`src/rtl/matmul_tile_scheduler_if.sv`:
```
// Scheduler-to-datapath bundle: tile addresses, strides, masks, start/done
// handshake and the downstream C-writer stall.
interface matmul_tile_scheduler_if #(
    parameter int AWIDTH     = 11,
    parameter int SWIDTH     = 8,
    parameter int MASK_WIDTH = 4
);
    logic                  start_mat_mul;
    logic                  done_mat_mul;
    logic                  stall;
    logic [AWIDTH-1:0]     address_mat_a;
    logic [AWIDTH-1:0]     address_mat_b;
    logic [AWIDTH-1:0]     address_mat_c;
    logic [SWIDTH-1:0]     address_stride_a;
    logic [SWIDTH-1:0]     address_stride_b;
    logic [SWIDTH-1:0]     address_stride_c;
    logic [MASK_WIDTH-1:0] validity_mask_a_rows;
    logic [MASK_WIDTH-1:0] validity_mask_a_cols_b_rows;
    logic [MASK_WIDTH-1:0] validity_mask_b_cols;
    logic                  accumulate;
    logic                  last_k;

    modport master (
        output start_mat_mul, address_mat_a, address_mat_b, address_mat_c,
               address_stride_a, address_stride_b, address_stride_c,
               validity_mask_a_rows, validity_mask_a_cols_b_rows, validity_mask_b_cols,
               accumulate, last_k,
        input  done_mat_mul, stall
    );

    modport slave (
        input  start_mat_mul, address_mat_a, address_mat_b, address_mat_c,
               address_stride_a, address_stride_b, address_stride_c,
               validity_mask_a_rows, validity_mask_a_cols_b_rows, validity_mask_b_cols,
               accumulate, last_k,
        output done_mat_mul, stall
    );
endinterface

```
`src/rtl/matmul_tile_scheduler.sv`:
```
// Walks the (i,j,k) tile space of C = A*B, handing one 8x8 tile at a time to
// the systolic datapath and flagging when C writeback must accumulate.
module matmul_tile_scheduler #(
    parameter int AWIDTH     = 11,
    parameter int SWIDTH     = 8,
    parameter int MASK_WIDTH = 4,
    parameter int TWIDTH     = 4,
    parameter int TIMEOUT    = 255
) (
    input  logic               clk,
    input  logic               reset,
    input  logic               cfg_start,
    input  logic [AWIDTH-1:0]  cfg_base_a,
    input  logic [AWIDTH-1:0]  cfg_base_b,
    input  logic [AWIDTH-1:0]  cfg_base_c,
    input  logic [SWIDTH-1:0]  cfg_stride_a,
    input  logic [SWIDTH-1:0]  cfg_stride_b,
    input  logic [SWIDTH-1:0]  cfg_stride_c,
    input  logic [AWIDTH-1:0]  cfg_a_row_step,
    input  logic [AWIDTH-1:0]  cfg_a_col_step,
    input  logic [AWIDTH-1:0]  cfg_b_row_step,
    input  logic [AWIDTH-1:0]  cfg_b_col_step,
    input  logic [AWIDTH-1:0]  cfg_c_row_step,
    input  logic [AWIDTH-1:0]  cfg_c_col_step,
    input  logic [TWIDTH-1:0]  cfg_m_tiles,
    input  logic [TWIDTH-1:0]  cfg_n_tiles,
    input  logic [TWIDTH-1:0]  cfg_k_tiles,
    output logic               busy,
    output logic               done,
    output logic               err,
    matmul_tile_scheduler_if.master dp
);
    localparam int TMR_W = $clog2(TIMEOUT + 1);

    typedef enum logic [2:0] {
        S_IDLE    = 3'd0,
        S_CHECK   = 3'd1,
        S_ISSUE   = 3'd2,
        S_RELEASE = 3'd3,
        S_ADVANCE = 3'd4,
        S_FIN     = 3'd5
    } state_t;

    state_t              state_r, state_nxt_s;
    logic                start_r, start_nxt_s;
    logic [TMR_W-1:0]    tmr_r, tmr_nxt_s;
    logic [TWIDTH-1:0]   i_r, j_r, k_r, i_nxt_s, j_nxt_s, k_nxt_s;
    logic                err_set_s;
    logic                busy_r, done_r, err_r, acc_r, last_k_r;
    logic [MASK_WIDTH-1:0] mask_r;

    logic [AWIDTH-1:0]   base_a_r, base_b_r, base_c_r;
    logic [AWIDTH-1:0]   a_row_r, a_col_r, b_row_r, b_col_r, c_row_r, c_col_r;
    logic [TWIDTH-1:0]   m_r, n_r, kt_r;
    logic [SWIDTH-1:0]   stride_a_r, stride_b_r, stride_c_r;
    logic [AWIDTH-1:0]   addr_a_r, addr_b_r, addr_c_r;

    logic                accept_s;
    logic                load_tile_s;

    // Tile base address: base + p*step_p + q*step_q, wrapping modulo 2^AWIDTH.
    function automatic logic [AWIDTH-1:0] tile_addr(
        input logic [AWIDTH-1:0] base,
        input logic [TWIDTH-1:0] p,
        input logic [AWIDTH-1:0] step_p,
        input logic [TWIDTH-1:0] q,
        input logic [AWIDTH-1:0] step_q
    );
        logic [AWIDTH-1:0] sum;
        sum = base + (AWIDTH'(p) * step_p) + (AWIDTH'(q) * step_q);
        return sum;
    endfunction

    assign accept_s    = (state_r == S_IDLE) && cfg_start;
    assign load_tile_s = (state_nxt_s == S_ISSUE) && (state_r != S_ISSUE);

    // Next-state, start handshake, timeout and tile-counter sequencing.
    always_comb begin
        state_nxt_s = state_r;
        start_nxt_s = start_r;
        tmr_nxt_s   = tmr_r;
        i_nxt_s     = i_r;
        j_nxt_s     = j_r;
        k_nxt_s     = k_r;
        err_set_s   = 1'b0;
        case (state_r)
            S_IDLE: begin
                if (cfg_start) begin
                    state_nxt_s = S_CHECK;
                    i_nxt_s     = {TWIDTH{1'b0}};
                    j_nxt_s     = {TWIDTH{1'b0}};
                    k_nxt_s     = {TWIDTH{1'b0}};
                end else begin
                    state_nxt_s = S_IDLE;
                end
            end
            S_CHECK: begin
                if ((m_r == {TWIDTH{1'b0}}) || (n_r == {TWIDTH{1'b0}}) || (kt_r == {TWIDTH{1'b0}})) begin
                    state_nxt_s = S_FIN;
                    err_set_s   = 1'b1;
                end else begin
                    state_nxt_s = S_ISSUE;
                end
            end
            S_ISSUE: begin
                // Stall only gates the rising edge of start; once raised it is ignored.
                if (!start_r) begin
                    if (!dp.stall) begin
                        start_nxt_s = 1'b1;
                        tmr_nxt_s   = {TMR_W{1'b0}};
                    end else begin
                        start_nxt_s = 1'b0;
                    end
                end else if (dp.done_mat_mul) begin
                    start_nxt_s = 1'b0;
                    state_nxt_s = S_RELEASE;
                end else if (tmr_r == TMR_W'(TIMEOUT - 1)) begin
                    start_nxt_s = 1'b0;
                    err_set_s   = 1'b1;
                    state_nxt_s = S_FIN;
                end else begin
                    tmr_nxt_s = tmr_r + TMR_W'(1);
                end
            end
            S_RELEASE: begin
                if (!dp.done_mat_mul) begin
                    state_nxt_s = S_ADVANCE;
                end else begin
                    state_nxt_s = S_RELEASE;
                end
            end
            S_ADVANCE: begin
                state_nxt_s = S_ISSUE;
                if (k_r == (kt_r - TWIDTH'(1))) begin
                    k_nxt_s = {TWIDTH{1'b0}};
                    if (j_r == (n_r - TWIDTH'(1))) begin
                        j_nxt_s = {TWIDTH{1'b0}};
                        if (i_r == (m_r - TWIDTH'(1))) begin
                            i_nxt_s     = {TWIDTH{1'b0}};
                            state_nxt_s = S_FIN;
                        end else begin
                            i_nxt_s = i_r + TWIDTH'(1);
                        end
                    end else begin
                        j_nxt_s = j_r + TWIDTH'(1);
                    end
                end else begin
                    k_nxt_s = k_r + TWIDTH'(1);
                end
            end
            S_FIN: begin
                state_nxt_s = S_IDLE;
            end
            default: begin
                state_nxt_s = S_IDLE;
                start_nxt_s = 1'b0;
            end
        endcase
    end

    // Control state, counters and status flags.
    always_ff @(posedge clk or negedge reset) begin
        if (!reset) begin
            state_r  <= S_IDLE;
            start_r  <= 1'b0;
            tmr_r    <= {TMR_W{1'b0}};
            i_r      <= {TWIDTH{1'b0}};
            j_r      <= {TWIDTH{1'b0}};
            k_r      <= {TWIDTH{1'b0}};
            busy_r   <= 1'b0;
            done_r   <= 1'b0;
            err_r    <= 1'b0;
            mask_r   <= {MASK_WIDTH{1'b0}};
        end else begin
            state_r  <= state_nxt_s;
            start_r  <= start_nxt_s;
            tmr_r    <= tmr_nxt_s;
            i_r      <= i_nxt_s;
            j_r      <= j_nxt_s;
            k_r      <= k_nxt_s;
            busy_r   <= (state_nxt_s != S_IDLE) && (state_nxt_s != S_FIN);
            done_r   <= (state_nxt_s == S_FIN);
            mask_r   <= ((state_nxt_s != S_IDLE) && (state_nxt_s != S_FIN)) ?
                        {MASK_WIDTH{1'b1}} : {MASK_WIDTH{1'b0}};
            if (accept_s) begin
                err_r <= 1'b0;
            end else if (err_set_s) begin
                err_r <= 1'b1;
            end else begin
                err_r <= err_r;
            end
        end
    end

    // Configuration snapshot taken only when a run is accepted from idle.
    always_ff @(posedge clk or negedge reset) begin
        if (!reset) begin
            base_a_r <= {AWIDTH{1'b0}};  base_b_r <= {AWIDTH{1'b0}};  base_c_r <= {AWIDTH{1'b0}};
            a_row_r  <= {AWIDTH{1'b0}};  a_col_r  <= {AWIDTH{1'b0}};
            b_row_r  <= {AWIDTH{1'b0}};  b_col_r  <= {AWIDTH{1'b0}};
            c_row_r  <= {AWIDTH{1'b0}};  c_col_r  <= {AWIDTH{1'b0}};
            m_r      <= {TWIDTH{1'b0}};  n_r      <= {TWIDTH{1'b0}};  kt_r <= {TWIDTH{1'b0}};
            stride_a_r <= {SWIDTH{1'b0}}; stride_b_r <= {SWIDTH{1'b0}}; stride_c_r <= {SWIDTH{1'b0}};
        end else if (accept_s) begin
            base_a_r <= cfg_base_a;      base_b_r <= cfg_base_b;      base_c_r <= cfg_base_c;
            a_row_r  <= cfg_a_row_step;  a_col_r  <= cfg_a_col_step;
            b_row_r  <= cfg_b_row_step;  b_col_r  <= cfg_b_col_step;
            c_row_r  <= cfg_c_row_step;  c_col_r  <= cfg_c_col_step;
            m_r      <= cfg_m_tiles;     n_r      <= cfg_n_tiles;     kt_r <= cfg_k_tiles;
            stride_a_r <= cfg_stride_a;  stride_b_r <= cfg_stride_b;  stride_c_r <= cfg_stride_c;
        end else begin
            base_a_r <= base_a_r;
        end
    end

    // Tile addresses and k flags are loaded on ISSUE entry and held for the whole tile.
    always_ff @(posedge clk or negedge reset) begin
        if (!reset) begin
            addr_a_r <= {AWIDTH{1'b0}};
            addr_b_r <= {AWIDTH{1'b0}};
            addr_c_r <= {AWIDTH{1'b0}};
            acc_r    <= 1'b0;
            last_k_r <= 1'b0;
        end else if (load_tile_s) begin
            addr_a_r <= tile_addr(base_a_r, i_nxt_s, a_row_r, k_nxt_s, a_col_r);
            addr_b_r <= tile_addr(base_b_r, k_nxt_s, b_row_r, j_nxt_s, b_col_r);
            addr_c_r <= tile_addr(base_c_r, i_nxt_s, c_row_r, j_nxt_s, c_col_r);
            acc_r    <= (k_nxt_s != {TWIDTH{1'b0}});
            last_k_r <= (k_nxt_s == (kt_r - TWIDTH'(1)));
        end else begin
            addr_a_r <= addr_a_r;
        end
    end

    assign busy = busy_r;
    assign done = done_r;
    assign err  = err_r;

    assign dp.start_mat_mul               = start_r;
    assign dp.address_mat_a               = addr_a_r;
    assign dp.address_mat_b               = addr_b_r;
    assign dp.address_mat_c               = addr_c_r;
    assign dp.address_stride_a            = stride_a_r;
    assign dp.address_stride_b            = stride_b_r;
    assign dp.address_stride_c            = stride_c_r;
    assign dp.validity_mask_a_rows        = mask_r;
    assign dp.validity_mask_a_cols_b_rows = mask_r;
    assign dp.validity_mask_b_cols        = mask_r;
    assign dp.accumulate                  = acc_r;
    assign dp.last_k                      = last_k_r;
endmodule

```
`src/flat_wrapper.sv`:
```
// flat-port wrapper written by rule: the top's interface ports become plain ports
module matmul_tile_scheduler_flat 
#(
    parameter int AWIDTH     = 11,
    parameter int SWIDTH     = 8,
    parameter int MASK_WIDTH = 4,
    parameter int TWIDTH     = 4,
    parameter int TIMEOUT    = 255
)
  (clk, reset, cfg_start, cfg_base_a, cfg_base_b, cfg_base_c, cfg_stride_a, cfg_stride_b, cfg_stride_c, cfg_a_row_step, cfg_a_col_step, cfg_b_row_step, cfg_b_col_step, cfg_c_row_step, cfg_c_col_step, cfg_m_tiles, cfg_n_tiles, cfg_k_tiles, busy, done, err, dp_start_mat_mul, dp_address_mat_a, dp_address_mat_b, dp_address_mat_c, dp_address_stride_a, dp_address_stride_b, dp_address_stride_c, dp_validity_mask_a_rows, dp_validity_mask_a_cols_b_rows, dp_validity_mask_b_cols, dp_accumulate, dp_last_k, dp_done_mat_mul, dp_stall);
  matmul_tile_scheduler_if #(.AWIDTH(AWIDTH), .SWIDTH(SWIDTH), .MASK_WIDTH(MASK_WIDTH)) dp_i ();
  input  logic clk;
  input  logic reset;
  input  logic cfg_start;
  input  logic [AWIDTH-1:0] cfg_base_a;
  input  logic [AWIDTH-1:0] cfg_base_b;
  input  logic [AWIDTH-1:0] cfg_base_c;
  input  logic [SWIDTH-1:0] cfg_stride_a;
  input  logic [SWIDTH-1:0] cfg_stride_b;
  input  logic [SWIDTH-1:0] cfg_stride_c;
  input  logic [AWIDTH-1:0] cfg_a_row_step;
  input  logic [AWIDTH-1:0] cfg_a_col_step;
  input  logic [AWIDTH-1:0] cfg_b_row_step;
  input  logic [AWIDTH-1:0] cfg_b_col_step;
  input  logic [AWIDTH-1:0] cfg_c_row_step;
  input  logic [AWIDTH-1:0] cfg_c_col_step;
  input  logic [TWIDTH-1:0] cfg_m_tiles;
  input  logic [TWIDTH-1:0] cfg_n_tiles;
  input  logic [TWIDTH-1:0] cfg_k_tiles;
  output logic busy;
  output logic done;
  output logic err;
  output wire logic [$bits(dp_i.start_mat_mul)-1:0] dp_start_mat_mul;
  output wire logic [$bits(dp_i.address_mat_a)-1:0] dp_address_mat_a;
  output wire logic [$bits(dp_i.address_mat_b)-1:0] dp_address_mat_b;
  output wire logic [$bits(dp_i.address_mat_c)-1:0] dp_address_mat_c;
  output wire logic [$bits(dp_i.address_stride_a)-1:0] dp_address_stride_a;
  output wire logic [$bits(dp_i.address_stride_b)-1:0] dp_address_stride_b;
  output wire logic [$bits(dp_i.address_stride_c)-1:0] dp_address_stride_c;
  output wire logic [$bits(dp_i.validity_mask_a_rows)-1:0] dp_validity_mask_a_rows;
  output wire logic [$bits(dp_i.validity_mask_a_cols_b_rows)-1:0] dp_validity_mask_a_cols_b_rows;
  output wire logic [$bits(dp_i.validity_mask_b_cols)-1:0] dp_validity_mask_b_cols;
  output wire logic [$bits(dp_i.accumulate)-1:0] dp_accumulate;
  output wire logic [$bits(dp_i.last_k)-1:0] dp_last_k;
  input wire logic [$bits(dp_i.done_mat_mul)-1:0] dp_done_mat_mul;
  input wire logic [$bits(dp_i.stall)-1:0] dp_stall;
  assign dp_start_mat_mul = dp_i.start_mat_mul;
  assign dp_address_mat_a = dp_i.address_mat_a;
  assign dp_address_mat_b = dp_i.address_mat_b;
  assign dp_address_mat_c = dp_i.address_mat_c;
  assign dp_address_stride_a = dp_i.address_stride_a;
  assign dp_address_stride_b = dp_i.address_stride_b;
  assign dp_address_stride_c = dp_i.address_stride_c;
  assign dp_validity_mask_a_rows = dp_i.validity_mask_a_rows;
  assign dp_validity_mask_a_cols_b_rows = dp_i.validity_mask_a_cols_b_rows;
  assign dp_validity_mask_b_cols = dp_i.validity_mask_b_cols;
  assign dp_accumulate = dp_i.accumulate;
  assign dp_last_k = dp_i.last_k;
  assign dp_i.done_mat_mul = dp_done_mat_mul;
  assign dp_i.stall = dp_stall;
  matmul_tile_scheduler #(.AWIDTH(AWIDTH), .SWIDTH(SWIDTH), .MASK_WIDTH(MASK_WIDTH), .TWIDTH(TWIDTH), .TIMEOUT(TIMEOUT)) u_core (.clk(clk), .reset(reset), .cfg_start(cfg_start), .cfg_base_a(cfg_base_a), .cfg_base_b(cfg_base_b), .cfg_base_c(cfg_base_c), .cfg_stride_a(cfg_stride_a), .cfg_stride_b(cfg_stride_b), .cfg_stride_c(cfg_stride_c), .cfg_a_row_step(cfg_a_row_step), .cfg_a_col_step(cfg_a_col_step), .cfg_b_row_step(cfg_b_row_step), .cfg_b_col_step(cfg_b_col_step), .cfg_c_row_step(cfg_c_row_step), .cfg_c_col_step(cfg_c_col_step), .cfg_m_tiles(cfg_m_tiles), .cfg_n_tiles(cfg_n_tiles), .cfg_k_tiles(cfg_k_tiles), .busy(busy), .done(done), .err(err), .dp(dp_i));
endmodule
```
`config.mk`:
```
export PLATFORM = sky130hd
export DESIGN_NAME = matmul_tile_scheduler_flat
export DESIGN_NICKNAME = d
export VERILOG_FILES = /design/src/rtl/matmul_tile_scheduler_if.sv /design/src/rtl/matmul_tile_scheduler.sv /design/src/flat_wrapper.sv
export SDC_FILE = /design/constraint.sdc
export NUM_CORES = 1
export LEC_CHECK = 0
export ABC_AREA = 1
export CORE_ASPECT_RATIO = 0.6
export CORE_UTILIZATION = 45
export DETAILED_ROUTE_END_ITERATION = 8
export PLACE_DENSITY = 0.66
export SYNTH_ARGS = -nofsm -noshare
export SYNTH_HDL_FRONTEND = slang
export SYNTH_SLANG_ARGS = --single-unit
```
`constraint.sdc`:
```
create_clock -name clk -period 13.4 [get_ports clk]
set_clock_uncertainty 0.15 [all_clocks]
set_input_delay 2.68 -clock clk [delete_from_list [all_inputs] [get_ports clk]]
set_output_delay 2.68 -clock clk [all_outputs]
set_load 0.05 [all_outputs]
```
==> out/metrics.yaml, run 1 <==
detailed_routing:
  via_count: 12600
  route.detailed.drc: 0
  detailedRoute.firstIterationViolations: 797
  routed_wl_um: 41500
  wl_per_cell_um: 16.0
  drt-vias-per-instance: 4.87
  dr.pass1.iters: 5
  antenna_left: 0
clocking:
  holdBufCountCts: 0
  root_driver: "clkbuf_16"
  post_cts_resized: 0
  cts_post_setup_buffers_inserted: 0
  clk-insertion-delay-late_ps: 460
  clkSlewWorstSetupHoldPaths_ps: 70
  cts_tree: "built"
  cts.path.max_buffers: 2
  cts_inserted_buffers: 17
  cts.htree.levels: 4
  clock_sinks: 197
worst_setup_path:
  critPathSlowestCell: "nand3_4"
  timing.critical_path.arrival_ps: 9290
  cp_slowest_stage_delay_ps: 670
  path_max_fanout: 55
  start_kind: "primary input"
  timing_worst_setup_path_type: "primary input to flop"
  critical-path-top-cell-by-count: "nand2_1"
  setup.worst_path.end_class: "flop"
  required_ps: 13590
timing:
  timing_hold_violations_final: 0
  min_period_over_period_pct: 67.9
  smallest_setup_slack_after_layout_ps: 4300
  max_slew_violation_total_from_the_final_report: 0
  report.final.setup_viol: 0
  finalSetupTns_ps: 0
  period_needed_ps: 9100
  worst-slew-pin-transition_ps: 938
  rsz_0062_raised_after_global_routing: "false"
  fmax_mhz: 110
  slew-limit-headroom_pct: 37.5
place:
  post-place-ws_ps: 3930
  hpwlAfterDp_um: 32800
  portBuffers: 214
  replace_congestion: 0.935
final_layout:
  final_net_count: 2488
  layout.area.seq_mm2: 0.00493
  layout-drive-gt1-share_pct: 4.27
  layout-area-overhead-vs-synth_pct: 19.6
  area_of_combinational_cells_with_multiple_inputs_mm2: 0.00893
  fillerInstances: 3186
die:
  design.die.area_mm2: 0.0354
  rows: 52
  start_util_pct: 46.0
  core_mm2: 0.0339
  boundaryPins: 215
  vert_die_dim_um: 146
  die_width_um: 242
grt:
  antenna_found_initial: 0
  grt_pass1_wl_um: 68000
  global_route.overflow_total: 0
  grt_use_total_pct: 24.8
  pin_count_of_the_biggest_net_entering_global_routing: 102
  first_global_vias: 12900
flow_run:
  maxCapViolations: 0
worst_hold_path:
  hold_class: "flop to flop"
synthesis:
  ys_top_cells_by_area: "dfrtp_1 32%, fa_1 21%, nand2_1 15%"
  dominantRegCellSynth: "dfrtp_1"
  warnings_synthesis: 0
  synth_cell_type_count: 47
  yosys_register_bits: 197
  postSynthNetCount: 2313
  yosysTopAreaCellShare_pct: 31.6
  syn_avg_cell_area_um2: 8.01
  sequential_fraction_of_the_synthesis_area_pct: 31.6
  synth_enable_flop_cells: 0
  ys_top_cells_by_count: "613 x nand2_1, 365 x inv_1, 197 x dfrtp_1, 162 x fa_1, 148 x nor2_1"
  asyncSetResetFlopFracSynth_pct: 100
  syn_inst: 1947
  post_synth_instance_area_mm2: 0.0156
  yosys.area.top_type: "dfrtp_1"
  synthMostInstantiatedCell: "nand2_1"
outcome:
  outcome: "complete, no violations"
==> stage by stage <==
step	instance area (um2)	hold slack (ps)	instances	utilization, %
after floorplan	15600	293	1947	-
after global routing	18600	347	2592	55.0
after CTS	18600	332	2592	55.0
after global placement	18100	310	2562	53.3
final	18600	325	2593	55.0
after detailed placement	18100	311	2562	53.3
==> cells in the final DEF (no fill, tap or decap), types with 7 or more instances in the layout <==
cell and n:
a21oi_1 30, fa_1 162, nand2_2 11, o21ai_0 87
clkbuf_16 17, nor2_1 148, nor2_4 7, dfrtp_1 197
inv_2 11, nor3_1 11, ha_1 64, inv_1 365
nand4_1 19, nand2_1 613, clkdlybuf4s50_1 213, nand3_1 63
xnor2_1 15, xor2_1 26
==> flip-flops by register name (all words and copies together) (netlist names), 8 cells and up <==
signal                      cells
u_core.c_row_r                 11
u_core.dp.address_stride_b      8
u_core.a_row_r                 11
u_core.base_a_r                11
u_core.c_col_r                 11
u_core.a_col_r                 11
u_core.tmr_r                    8
u_core.dp.address_stride_a      8
u_core.dp.address_mat_c        11
u_core.dp.address_mat_a        11
u_core.b_col_r                 11
u_core.dp.address_stride_c      8
u_core.base_b_r                11
u_core.dp.address_mat_b        11
u_core.base_c_r                11
u_core.b_row_r                 11
==> critical path, delay by kind of cell <==
family                   cells  cell delay [ps]
adder cells (fa/ha/maj)      5             2220
AND/OR/NAND/NOR             13             2400
AO/OA/AOI/OAI                4              660
buffers and inverters        5             1300
==> cells by family (layout without fill, tap and decap cells) <==
logic type	count (synthesis)	count (layout)	share of synthesized area [%]
compound gates	135	135	4.58
fa+ha+maj	226	226	25.9
simple gates	901	901	24.2
xor+xnor	43	43	2.51
buf+inv	445	631	11.2
other cells	0	1	0
flops	197	197	31.6
==> metal layers <==
metal	vias to the layer above	wire, um	GRT usage [%]
met4	0	510	5.38
met3	36	3520	7.39
met2	393	17700	37.1
li1	6138	-	-
met5	-	0	0
met1	6051	19800	35.4
==> path summary, 6_finish.rpt <==
kind / from / to / slack [ps] / depth (start not counted)
max reg2reg: u_core.kt_r[0] / u_core.dp.address_mat_a[10] / 5970 / 36
max in group asynchronous: reset / u_core.dp.address_mat_a[9] / 8970 / 3
min reg2reg: u_core.a_col_r[9] / u_core.a_col_r[9] / 330 / 2
min: u_core.a_col_r[9] / u_core.a_col_r[9] / 330 / 2
min in group asynchronous: reset / u_core.base_b_r[9] / 2090 / 1
max: cfg_start / u_core.dp.address_mat_a[10] / 4300 / 27
==> final cells by class <==
class                      count  share of cell area (%)
antenna                        1                  0.0134
clock buffer                  18                    2.36
sequential                   197                    26.4
tap                          459                    3.08
clock inverter                12                   0.785
multi-input combinational   1305                    47.9
inverter                     381                    7.70
timing repair buffer         220                    11.7
Power of run 1 is not shown: default switching activity piles up to over one toggle a cycle in this logic, so the estimate is an artifact.
==> run 2, diff against run 1 <==
--- a/config.mk
+++ b/config.mk
@@ -9,7 +9,7 @@
 export CORE_ASPECT_RATIO = 0.6
 export CORE_UTILIZATION = 45
 export DETAILED_ROUTE_END_ITERATION = 8
-export PLACE_DENSITY = 0.66
+export PLACE_DENSITY = 0.68
 export SYNTH_ARGS = -nofsm -noshare
 export SYNTH_HDL_FRONTEND = slang
 export SYNTH_SLANG_ARGS = --single-unit
==> constraint.sdc (replaced) <==
create_clock -name clk -period 7.5 [get_ports clk]
set_clock_uncertainty 0.15 [all_clocks]
set_input_delay 1.5 -clock clk [delete_from_list [all_inputs] [get_ports clk]]
set_output_delay 1.5 -clock clk [all_outputs]
set_load 0.05 [all_outputs]
==> out/metrics.yaml, run 2 (synthesis gave the netlist of run 1 again) <==
grt:
  grt_use_total_pct: 25.1
  first_global_vias: 13200
  antenna_found_initial: 1
  pin_count_of_the_biggest_net_entering_global_routing: 100
  grt_pass1_wl_um: 69400
  global_route.overflow_total: 0
clocking:
  post_cts_resized: 0
  cts.path.max_buffers: 2
  cts.htree.levels: 4
  cts_tree: "built"
  holdBufCountCts: 0
  clk-insertion-delay-late_ps: 460
  root_driver: "clkbuf_16"
  clkSlewWorstSetupHoldPaths_ps: 70
  clock_sinks: 197
  cts_inserted_buffers: 17
  cts_post_setup_buffers_inserted: 0
detailed_routing:
  drt-vias-per-instance: 4.94
  dr.pass1.iters: 5
  route.detailed.drc: 0
  detailedRoute.firstIterationViolations: 965
  antenna_left: 0
  via_count: 12900
  routed_wl_um: 42300
  wl_per_cell_um: 16.2
timing:
  max_slew_violation_total_from_the_final_report: 0
  worst-slew-pin-transition_ps: 948
  period_needed_ps: 6940
  finalSetupTns_ps: 0
  report.final.setup_viol: 0
  min_period_over_period_pct: 92.5
  rsz_0062_raised_after_global_routing: "false"
  timing_hold_violations_final: 0
  fmax_mhz: 144
  slew-limit-headroom_pct: 36.8
place:
  dp.cells: 2577
  detailed_place.area_mm2: 0.0182
  portBuffers: 214
  replace_congestion: 0.889
  hpwlAfterDp_um: 33400
flow_run:
  maxCapViolations: 0
final_layout:
  final_net_count: 2503
  design_area_mm2: 0.0188
  commonest_cells_after_routing_fill_and_taps_aside: "613 x nand2_1, 365 x inv_1, 213 x clkdlybuf4s50_1"
  layout-area-overhead-vs-synth_pct: 20.4
  layout.cells.most_common: "nand2_1"
  final-instance-count-excl-fill: 2610
  layout-drive-gt1-share_pct: 4.93
die:
  die_width_um: 242
  design.die.area_mm2: 0.0354
  vert_die_dim_um: 146
  rows: 52
  start_util_pct: 46.0
  core_mm2: 0.0339
  boundaryPins: 215
worst_setup_path:
  critical-path-top-cell-by-count: "nand2_1"
  required_ps: 7690
  timing.critical_path.arrival_ps: 7130
  critical_path.reg2reg.endpoint: "u_core.dp.address_mat_a[10]"
  setup.worst_path.end_class: "flop"
  setup.worst_path.start: "u_core.kt_r[0]"
  path_max_fanout: 10
  timing_worst_setup_path_type: "flop to flop"
  critPathSlowestCell: "fa_1"
  r2r_start: "u_core.kt_r[0]"
  cp_slowest_stage_delay_ps: 570
  endpoint: "u_core.dp.address_mat_a[10]"
  r2r_slack_ps: 560
  reg2regPathDepth: 36
  start_kind: "flop"
worst_hold_path:
  hold_class: "flop to flop"
outcome:
  outcome: "complete, no violations"
[run 2: cell count changes in the layout (fill, tap and decap cells not counted)]
cell and change:
clkinvlp_4 +1, inv_8 -1, bufinv_16 -1, buf_4 +14, clkbuf_8 +1, diode_2 +1, inv_6 +1, buf_12 +1
clkbuf_1 +1, clkinv_2 -1
[run 2: layout make-up]
cell class / instances / area (um2)
Sequential cell: 197 / 4930
Clock inverter: 11 / 116
Clock buffer: 20 / 457
Tap cell: 459 / 574
Inverter: 381 / 1440
Antenna cell: 2 / 5.00
Multi-Input combinational cell: 1305 / 8930
Fill cell: 3131 / 15100
Timing Repair Buffer: 235 / 2320
[run 2: worst min path at each step]
| stage | startpoint | to | slack [ps] | depth (start not counted) |
|---|---|---|---|---|
| 2_1_floorplan | u_core.b_row_r[10] | u_core.b_row_r[10] | 290 | 2 |
| 3_3_place_gp | u_core.dp.address_stride_c[7] | u_core.dp.address_stride_c[7] | 310 | 2 |
| 3_5_place_dp | u_core.dp.address_stride_b[4] | u_core.dp.address_stride_b[4] | 310 | 2 |
| 4_1_cts | u_core.a_col_r[9] | u_core.a_col_r[9] | 340 | 2 |
| 5_1_grt | u_core.dp.address_stride_c[3] | u_core.dp.address_stride_c[3] | 360 | 2 |
| 6_report | u_core.dp.address_stride_c[3] | u_core.dp.address_stride_c[3] | 330 | 2 |
[run 2: through the flow]
| stage | hold slack, ps | setup slack [ps] | utilization [%] |
|---|---|---|---|
| floorplan | 293 | 932 | - |
| global placement | 311 | 327 | 53.6 |
| detailed placement | 314 | 160 | 53.6 |
| CTS | 335 | 597 | 55.3 |
| global route | 356 | 159 | 55.3 |
| finish | 332 | 560 | 55.3 |
[run 2: critical path: cells and delay by family (launching register included)]
kind | cells | cell delay (ps)
buf+inv | 7 | 810
simple gates | 19 | 2110
compound gates | 4 | 760
fa+ha+maj | 6 | 2570
flops | 1 | 420
[run 2: per-layer routing]
metal	GRT usage [%]	share of wire [%]
met5	0	0
met4	6.36	1.5
met3	6.25	7.9
met2	37.3	44
met1	36.6	47
Power of run 2 is left out for the same reason.
==> run 3, diff against run 2 <==
--- a/config.mk
+++ b/config.mk
@@ -8,8 +8,10 @@
 export ABC_AREA = 1
 export CORE_ASPECT_RATIO = 0.6
 export CORE_UTILIZATION = 45
+export CTS_BUF_LIST = sky130_fd_sc_hd__clkbuf_4 sky130_fd_sc_hd__clkbuf_8 sky130_fd_sc_hd__clkbuf_16
 export DETAILED_ROUTE_END_ITERATION = 8
 export PLACE_DENSITY = 0.68
+export RECOVER_POWER = 50
 export SYNTH_ARGS = -nofsm -noshare
 export SYNTH_HDL_FRONTEND = slang
 export SYNTH_SLANG_ARGS = --single-unit
==> out/metrics.yaml, run 3 (synthesis gave the netlist of run 1 again) <==
die:
  rows: 52
  design.die.area_mm2: 0.0354
  boundaryPins: 215
  vert_die_dim_um: 146
  die_width_um: 242
  core_mm2: 0.0339
  start_util_pct: 46.0
grt:
  first_global_vias: 13200
  grt_pass1_wl_um: 69400
  global_route.overflow_total: 0
  pin_count_of_the_biggest_net_entering_global_routing: 100
  grt_use_total_pct: 25.1
  antenna_found_initial: 1
timing:
  slew-limit-headroom_pct: -170
  rsz_0062_raised_after_global_routing: "false"
  max_slew_violation_total_from_the_final_report: 202
  period_needed_ps: 7060
  report.final.setup_viol: 0
  worst-slew-pin-transition_ps: 4060
  timing_hold_violations_final: 0
  fmax_mhz: 142
  finalSetupTns_ps: 0
  min_period_over_period_pct: 94.2
  whs_ps: 331
worst_setup_path:
  r2r_start: "u_core.kt_r[0]"
  critical-path-top-cell-by-count: "nand2_1"
  cp_slowest_stage_delay_ps: 1100
  critical_path.reg2reg.endpoint: "u_core.dp.address_mat_a[10]"
  start_kind: "primary input"
  r2r_slack_ps: 530
  setup.worst_path.end_class: "flop"
  reg2regPathDepth: 36
  path_max_fanout: 32
  timing.critical_path.arrival_ps: 7260
  critPathSlowestCell: "clkbuf_1"
  required_ps: 7690
  path_cells: "dlygate4sd3_1, nand3_4, clkbuf_1, nand2_1, inv_1, nand2_1, fa_1, fa_1, fa_1, fa_1, inv_1, ha_1, a21oi_1, nand3_1, nand2_1, nand2_1, nand2_1, nand2_1, nand2_1, nand2_1, nand3_1, nand2_1"
  timing_worst_setup_path_type: "primary input to flop"
clocking:
  holdBufCountCts: 0
  cts.path.max_buffers: 2
  cts.htree.levels: 4
  post_cts_resized: 0
  clkSlewWorstSetupHoldPaths_ps: 80
  root_driver: "clkbuf_16"
  cts_inserted_buffers: 17
  clk-insertion-delay-late_ps: 460
  clock_sinks: 197
  cts_tree: "built"
  cts_post_setup_buffers_inserted: 0
final_layout:
  fillerInstances: 3134
  commonest_cells_after_routing_fill_and_taps_aside: "614 x nand2_1, 365 x inv_1, 211 x clkdlybuf4s50_1"
  layout.cells.most_common: "nand2_1"
  final_net_count: 2503
  layout-area-overhead-vs-synth_pct: 20.2
  layout-drive-gt1-share_pct: 4.79
detailed_routing:
  wl_per_cell_um: 16.2
  drt-vias-per-instance: 4.92
  detailedRoute.firstIterationViolations: 912
  via_count: 12900
  routed_wl_um: 42200
  antenna_left: 0
  dr.pass1.iters: 5
  route.detailed.drc: 0
worst_hold_path:
  timing.hold.worst_endpoint: "u_core.dp.address_stride_b[3]"
  timing.hold.worst.start: "u_core.dp.address_stride_b[3]"
  holdPathStages: 2
  hold_class: "flop to flop"
outcome:
  violations: "max-capacitance violations, max-slew violations"
  outcome: "finished, violations left"
flow_run:
  maxCapViolations: 3
place:
  hpwlAfterDp_um: 33400
  replace_congestion: 0.889
  portBuffers: 214
## run 3: area by class of cell
class / count / area (um2) / area share, %
repair buffers: 235 / 2300 / 12.3
multi-input cells: 1305 / 8920 / 47.6
flip-flops and latches: 197 / 4930 / 26.3
inverters: 381 / 1440 / 7.66
diodes: 2 / 5.00 / 0.0267
clock buffers: 20 / 460 / 2.46
clock inverters: 11 / 116 / 0.621
well taps: 459 / 574 / 3.06
## run 3: how the worst max path moves through the flow
stage | start | to
final | cfg_start | u_core.dp.address_mat_a[10]
after global routing | u_core.kt_r[0] | u_core.dp.address_mat_b[10]
after CTS | u_core.kt_r[0] | u_core.dp.address_mat_a[10]
after detailed placement | cfg_start | u_core.dp.address_mat_a[10]
after global placement | cfg_start | u_core.dp.address_mat_c[10]
after floorplan | cfg_start | u_core.dp.address_mat_b[10]
## run 3: worst max-delay path: cells and delay by family
kind                     cells  cell delay (ps)
adder cells (fa/ha/maj)      5             2360
buffers and inverters        4             1910
AND/OR/NAND/NOR             12             1130
AO/OA/AOI/OAI                1              340
## run 3: routing by layer
| metal | up-vias | track usage [%] | routed length [um] |
|---|---|---|---|
| li1 | 6169 | - | - |
| met1 | 6224 | 36.5 | 19600 |
| met2 | 426 | 37.3 | 18400 |
| met3 | 35 | 6.25 | 3630 |
| met4 | 0 | 6.36 | 637 |
| met5 | - | 0 | 0 |
## run 3: through the flow
step           worst slack (ps)  instances  cell area, um2  utilization (%)
5_1_grt                    80.8       2608           18700             55.3
3_5_place_dp                160       2577           18200             53.6
3_3_place_gp                327       2577           18200             53.6
6_report                    437       2610           18700             55.3
4_1_cts                     597       2608           18800             55.3
2_1_floorplan               932       1947           15600                -
Power of run 3 is left out for the same reason.
